## config.mk

```make
export PLATFORM = sky130hd
export DESIGN_NAME = swap_scheduler
export DESIGN_NICKNAME = d
export VERILOG_FILES = /design/src/rtl/swap_scheduler.sv
export SDC_FILE = /design/constraint.sdc
export NUM_CORES = 1
export LEC_CHECK = 0
export CORE_ASPECT_RATIO = 0.9
export CORE_MARGIN = 2
export CORE_UTILIZATION = 35
export CTS_BUF_LIST = sky130_fd_sc_hd__clkbuf_4 sky130_fd_sc_hd__clkbuf_8 sky130_fd_sc_hd__clkbuf_16
export CTS_CLUSTER_DIAMETER = 30
export DETAILED_ROUTE_END_ITERATION = 16
export PLACE_DENSITY_LB_ADDON = 0.3
export SLEW_MARGIN = 5
export SYNTH_ARGS = -nofsm -noshare
export SYNTH_HDL_FRONTEND = slang
export SYNTH_SLANG_ARGS = --single-unit
```

## constraint.sdc

```tcl
create_clock -name clk -period 7 [get_ports clk]
set_input_delay 1.4 -clock clk [delete_from_list [all_inputs] [get_ports clk]]
set_output_delay 1.4 -clock clk [all_outputs]
set_load 0.01 [all_outputs]
```

## src/rtl/swap_scheduler.sv

```systemverilog
// rtl/swap_scheduler.sv - swap-request FIFO and single-swap issue sequencer for the swap register file
//
// Queues swap requests (address pairs A/B) and issues them one at a time as a
// one-cycle swap pulse with registered address_A/address_B. Host writes are
// stalled (and dropped) while a swap is in flight. Host read/write addresses and
// write data pass straight through in every state.
//
// Optional feature macro: SWAP_SKIP_SAME_EN
//   defined     - an entry with A == B is popped and discarded without a swap
//   not defined - A == B entries are issued as ordinary swaps
//
// Ports:
//   clk, reset_n                      clock, asynchronous active-low reset
//   req_valid/req_ready               swap request handshake
//   req_addr_A, req_addr_B            addresses to exchange
//   host_we, host_addr_w, host_addr_r host write enable and addresses
//   host_data_w                       host write data
//   host_stall                        host write not accepted this cycle
//   we, address_w, address_r, data_w  register-file write/read port
//   swap, address_A, address_B        swap start pulse and current pair
//   busy                              swap in flight
//   level                             FIFO occupancy
//   swaps_done                        completed-swap counter (wraps)
module swap_scheduler #(
  parameter int ADDR_width  = 7,
  parameter int DATA_width  = 8,
  parameter int DEPTH       = 4,
  parameter int SWAP_CYCLES = 3
) (
  input  logic                       clk,
  input  logic                       reset_n,
  input  logic                       req_valid,
  output logic                       req_ready,
  input  logic [ADDR_width-1:0]      req_addr_A,
  input  logic [ADDR_width-1:0]      req_addr_B,
  input  logic                       host_we,
  input  logic [ADDR_width-1:0]      host_addr_w,
  input  logic [ADDR_width-1:0]      host_addr_r,
  input  logic [DATA_width-1:0]      host_data_w,
  output logic                       host_stall,
  output logic                       we,
  output logic [ADDR_width-1:0]      address_w,
  output logic [ADDR_width-1:0]      address_r,
  output logic [DATA_width-1:0]      data_w,
  output logic                       swap,
  output logic [ADDR_width-1:0]      address_A,
  output logic [ADDR_width-1:0]      address_B,
  output logic                       busy,
  output logic [$clog2(DEPTH):0]     level,
  output logic [7:0]                 swaps_done
);

  localparam int PW = $clog2(DEPTH);
  localparam int LW = PW + 1;
  localparam int CW = $clog2(SWAP_CYCLES) + 1;

  typedef enum logic [1:0] {
    S_IDLE  = 2'd0,
    S_ISSUE = 2'd1,
    S_HOLD  = 2'd2
  } state_t;

  state_t                state_q;
  logic                  swap_q;
  logic [ADDR_width-1:0] addr_a_q;
  logic [ADDR_width-1:0] addr_b_q;
  logic [CW-1:0]         cnt_q;
  logic [7:0]            done_q;

  logic [ADDR_width-1:0] mem_a_q [DEPTH];
  logic [ADDR_width-1:0] mem_b_q [DEPTH];
  logic [PW-1:0]         wr_q, wr_d;
  logic [PW-1:0]         rd_q, rd_d;
  logic [LW-1:0]         level_q, level_d;

  logic                  full;
  logic                  empty;
  logic                  push;
  logic                  pop;
  logic                  skip;
  logic [ADDR_width-1:0] head_a;
  logic [ADDR_width-1:0] head_b;

  assign head_a = mem_a_q[rd_q];
  assign head_b = mem_b_q[rd_q];

`ifdef SWAP_SKIP_SAME_EN
  // Exchanging an address with itself is a no-op; drop it without occupying the file.
  assign skip = (head_a == head_b);
`else
  assign skip = 1'b0;
`endif

  always_comb begin
    full    = (level_q == LW'(DEPTH));
    empty   = (level_q == '0);
    push    = req_valid && !full;
    // A host write in IDLE wins over the pop; the pop retries next cycle.
    pop     = (state_q == S_IDLE) && !empty && !host_we;
    // Pointers wrap naturally because DEPTH is a power of two.
    wr_d    = push ? wr_q + PW'(1) : wr_q;
    rd_d    = pop  ? rd_q + PW'(1) : rd_q;
    level_d = level_q + LW'(push) - LW'(pop);
  end

  // Entry storage needs no reset: occupancy alone says which entries are live.
  always_ff @(posedge clk) begin
    if (push) begin
      mem_a_q[wr_q] <= req_addr_A;
      mem_b_q[wr_q] <= req_addr_B;
    end
  end

  always_ff @(posedge clk or negedge reset_n) begin
    if (!reset_n) begin
      state_q  <= S_IDLE;
      swap_q   <= 1'b0;
      addr_a_q <= '0;
      addr_b_q <= '0;
      cnt_q    <= '0;
      done_q   <= '0;
      wr_q     <= '0;
      rd_q     <= '0;
      level_q  <= '0;
    end else begin
      wr_q    <= wr_d;
      rd_q    <= rd_d;
      level_q <= level_d;
      swap_q  <= 1'b0;
      unique case (state_q)
        S_IDLE: begin
          if (pop && !skip) begin
            addr_a_q <= head_a;
            addr_b_q <= head_b;
            swap_q   <= 1'b1;
            state_q  <= S_ISSUE;
          end
        end
        S_ISSUE: begin
          cnt_q   <= CW'(SWAP_CYCLES - 1);
          state_q <= S_HOLD;
        end
        S_HOLD: begin
          if (cnt_q == '0) begin
            done_q  <= done_q + 8'd1;
            state_q <= S_IDLE;
          end else begin
            cnt_q <= cnt_q - CW'(1);
          end
        end
        default: state_q <= S_IDLE;
      endcase
    end
  end

  assign req_ready  = !full;
  assign busy       = (state_q != S_IDLE);
  assign host_stall = busy;
  assign we         = host_we && !busy;
  assign address_w  = host_addr_w;
  assign address_r  = host_addr_r;
  assign data_w     = host_data_w;
  assign swap       = swap_q;
  assign address_A  = addr_a_q;
  assign address_B  = addr_b_q;
  assign level      = level_q;
  assign swaps_done = done_q;

endmodule
```

==> results.md <==
- The number of global-route vias before repair is 1,991.
- Between clock sinks in the finished design, the worst skew comes to 0.00776 ns.
- The final critical-path required period is between 4 and 5 ns.
- The flow ran to the end, and the final reports show no timing, DRC or antenna violations.
- The layout-stage area growth over the synthesis result is 18.9%.
- For this design, the sink count on the clock tree is just over 90.
- STA puts the critical path data arrival time at ~2.7 ns.
- At the pin with the least slew margin, the transition time is slightly above 1 ns.
- The average wire per cell in the routed design is roughly 16 um.
- The number of failing setup endpoints in the final timing report is 0.
- The half-perimeter wire length of the detailed placement result is 4.09 mm.
- The diode insertion count for antenna repair is 0.
- The die is slightly above 100 um tall.
- STA puts the critical path data required time at 5.60 ns.
- The number of unique standard cell types used by synthesis is 35.
- The area of the die is 0.0119 mm^2.
- Across all layers, the routed design uses 1,852 vias.
- Post-CTS timing repair inserted 0 buffers for setup.
- The arithmetic-cell share of the synthesized area counting full adders, half adders and majority gates is between 3 and 4%.
- Once layout is complete, the cells apart from fillers number about 400.
- The number of buffers inserted for hold repair after clock tree synthesis is 0.
- In this run the worst hold path is classified as reg2reg.
- The sequential fraction of the synthesis area is between 60 and 70%.
- The post-detailed-routing wire length is 6.40 mm.
- The post-synthesis compound-gate area fraction is about 1.1%.
- After global routing the overflow that remains totals 0.
- Summed over all cells, the static leakage comes to about 1.7 nW.
- The total count of max-transition violations in the final report is 0.
- Once detail routing completed, the nets flagged for antenna violations numbered 0.
- Setup repair after global routing left no endpoint under its margin.
- The number of placed I/O pins is 92.
- The count of nets after finishing is a little over 300.
- The placed instance count is between 300 and 400.
- The critical path start-end classification is in2out.
- The starting utilization of the core area is between 30% and 40%.
- The region available for standard cell placement spans 0.0108 mm^2.
- Cells fill between 40 and 50% of the core in the end.
- The cell count after synthesis is roughly 230.
- In this run, synthesis inferred 56 flip-flops with an integrated enable.
- The post-synth net total is 275.
- The share of final-layout standard cells stronger than drive strength 1 is approximately a fifth.
- In this run the deepest clock path goes through 2 buffers.
- The worst setup path is launched from an input pin.
- Sorting the synthesized cells by how often they occur yields 56 x sky130_fd_sc_hd__edfxtp_1, 35 x sky130_fd_sc_hd__dfrtp_1, 24 x sky130_fd_sc_hd__buf_4.
- Clock-pin slew was measured on the worst setup and hold paths at roughly 0.06 ns.
- The power per cell area is 436 mW/mm^2.
- Among all cell types in the netlist, the one instantiated most often is sky130_fd_sc_hd__edfxtp_1.
- The synthesized-area fraction occupied by xor and xnor cells is ~2.7%.
- The TritonCTS clock tree is yes.
- The top cell type's share of synthesized area is 43.6%.
- The area of combinational cells with multiple inputs is between 0.001 and 0.0015 mm^2.
- The final design area excluding fillers is approximately 0.0046 mm^2.
- The remaining routing DRC violations is 0.
- Summing the areas of all and, or, nand and nor instances in the mapped netlist gives under 10% of the synthesized area.
- After floorplanning, the core was divided into 36 placement rows.
- After synthesis, the largest family of logic cells by area is multiplexers.
- Counting the fill cells in the layout gives slightly below 1,000.
- The worst-case setup margin in the final layout is 2.89 ns.
- For this block, the initial DRC count from the detailed router was between 70 and 80.
- In this run the tool buffered the top-level ports with 47 buffer cells.
- The instance count along the most critical hold path is 1.
- The global-route usage over all layers is a little under an eighth.
- The max-cap check violation count is 0.
- Adding up every negative setup slack in the final design gives 0 ns.
- Before CTS, the worst setup slack after placement is 2.77 ns.
- The clock reaches the later pin of the worst-skew pair after roughly 0.33 ns.
- Synthesis inferred 91 register bits.
- Sorting the synthesized cells by area gives the leading types as sky130_fd_sc_hd__edfxtp_1 44%, sky130_fd_sc_hd__dfrtp_1 23%, sky130_fd_sc_hd__mux4_2 8.2%, sky130_fd_sc_hd__buf_4 4.7%, sky130_fd_sc_hd__mux2_4 3.1%.
- The initial antenna violation count is 0.
- IR analysis of the VDD net gives a maximum drop of 0.207 mV.
- In this run the worst path has a maximum fanout of 5.
- A synthesized cell averages between 15 and 20 um^2.
- Before antenna repair, the detailed router went through 4 iterations.
- The depth of the worst register-to-register path is 9.
- The number of hold violations in the final report is 0.
- For this run, the number of Yosys warnings is 0.
- The kind of end point of the critical path is an output pin.
- After synthesis, the share of cell area in mux cells is 13.3%.
- Timing would allow up to ~0.24 GHz.
- Routability-driven placement finished with a final weighted congestion of about 0.70.
- The buffer type at the clock tree root is sky130_fd_sc_hd__clkbuf_16.
- The first global-routing pass estimated between 10 and 15 mm of wire.
- The largest net degree at the start of global routing is 36.
- After detailed routing, the number of vias per cell comes to roughly 4.7.
- Among all flip-flop cells after synthesis, the most frequent one is sky130_fd_sc_hd__edfxtp_1.
- The worst-case headroom to the max-slew limit is 31.2%.
- The share of async-settable or async-resettable flops after synthesis is between 30% and 40%.
- The synthesized design spends more area on one cell type than any other, namely sky130_fd_sc_hd__edfxtp_1.
- The number of levels the H-tree was split into is 3.
- The netlist area before placement is just under 0.004 mm^2.
- The total placed instance area is 0.00425 mm^2.
- The total of cells resized after clock tree synthesis is 0.
- Clock tree synthesis inserted a total of 9 buffers.
- In the finished design, the share of the clock period the worst path needs comes to roughly 60%.
- The total area of sequential cells is between 0.002 and 0.003 mm^2.
- The die width is approximately 110 um.
-- power breakdown --
| group | internal, W | switching (W) | total (W) |
|---|---|---|---|
| Sequential | 0.000733 | 0.000135 | 0.000869 |
| Combinational | 0.000369 | 0.000240 | 0.000609 |
| Clock | 0.000325 | 0.000195 | 0.000520 |
| Total | 0.00143 | 0.000570 | 0.00200 |
-- cells in the final DEF (no fill, tap or decap), drive strengths merged, types with 2 or more instances in the layout --
cell type      count
edfxtp            56
clkdlybuf4s50     46
dfrtp             35
mux2              15
mux4              14
inv               12
nand2             10
clkbuf            10
ha                 9
xnor2              8
nor3               6
and3               5
xor2               4
nand4              3
nor2               2
nand3              2
a32o               2
nor4b              2
bufinv             2
-- through the flow --
stage	hold WS [ns]	total power, W
global placement	0.458	0.00149
detailed placement	0.473	0.00151
finish	0.478	0.00200
CTS	0.482	0.00203
global route	0.508	0.00213
floorplan	0.504	0.00128
-- worst max-delay path: stages --
cell	delay (ns)
sky130_fd_sc_hd__clkdlybuf4s50_1	0.60
sky130_fd_sc_hd__inv_1	0.07
sky130_fd_sc_hd__nor2_1	0.10
sky130_fd_sc_hd__clkdlybuf4s50_1	0.54
-- path summary, 6_finish.rpt --
kind / startpoint / endpoint / slack [ns]
max: host_we / we / 2.89
min: swaps_done[7]$_DFFE_PN0P_ / swaps_done[7]$_DFFE_PN0P_ / 0.48
max reg2reg: state_q[0]$_DFFE_PN0P_ / level[2]$_DFF_PN0_ / 3.97
min reg2reg: swaps_done[7]$_DFFE_PN0P_ / swaps_done[7]$_DFFE_PN0P_ / 0.48
max in group asynchronous: reset_n / address_B[5]$_DFFE_PN0P_ / 5.31
min in group asynchronous: reset_n / level[1]$_DFF_PN0_ / 1.17
-- per-layer routing --
metal / routed length (um) / global-route usage, % / share of wire [%] / vias up
met1: 2950 / 14.6 / 46 / 928
met4: 57 / 4.27 / 0.89 / 0
met5: 0 / 0 / 0 / -
met2: 3060 / 18.9 / 48 / 52
li1: - / - / - / 865
met3: 335 / 4.45 / 5.2 / 7
-- cells by family after synthesis --
logic type | after synthesis
AOI/OAI and AO/OA | 5
xor gates and xnor gates | 12
adders and majority gates | 10
buffers and inverters | 40
DFF | 91
muxes | 29
and+or+nand+nor | 38
-- flip-flops by register name (all words and copies together), names as in the netlist --
signal / cells
rd_q: 2
address_B: 7
swaps_done: 8
level: 3
mem_a_q: 28
swap: 1
state_q: 2
address_A: 7
wr_q: 2
mem_b_q: 28
cnt_q: 3
-- layout make-up --
cell class                 count  share of cell area, %
inverter                      10                  0.818
multi-input combinational     94                   22.4
timing repair buffer          47                   10.1
clock buffer                  10                   5.21
clock inverter                 6                   2.05
sequential                    91                   55.8
tap                          133                   3.63
(Power assumes the default switching activity.)
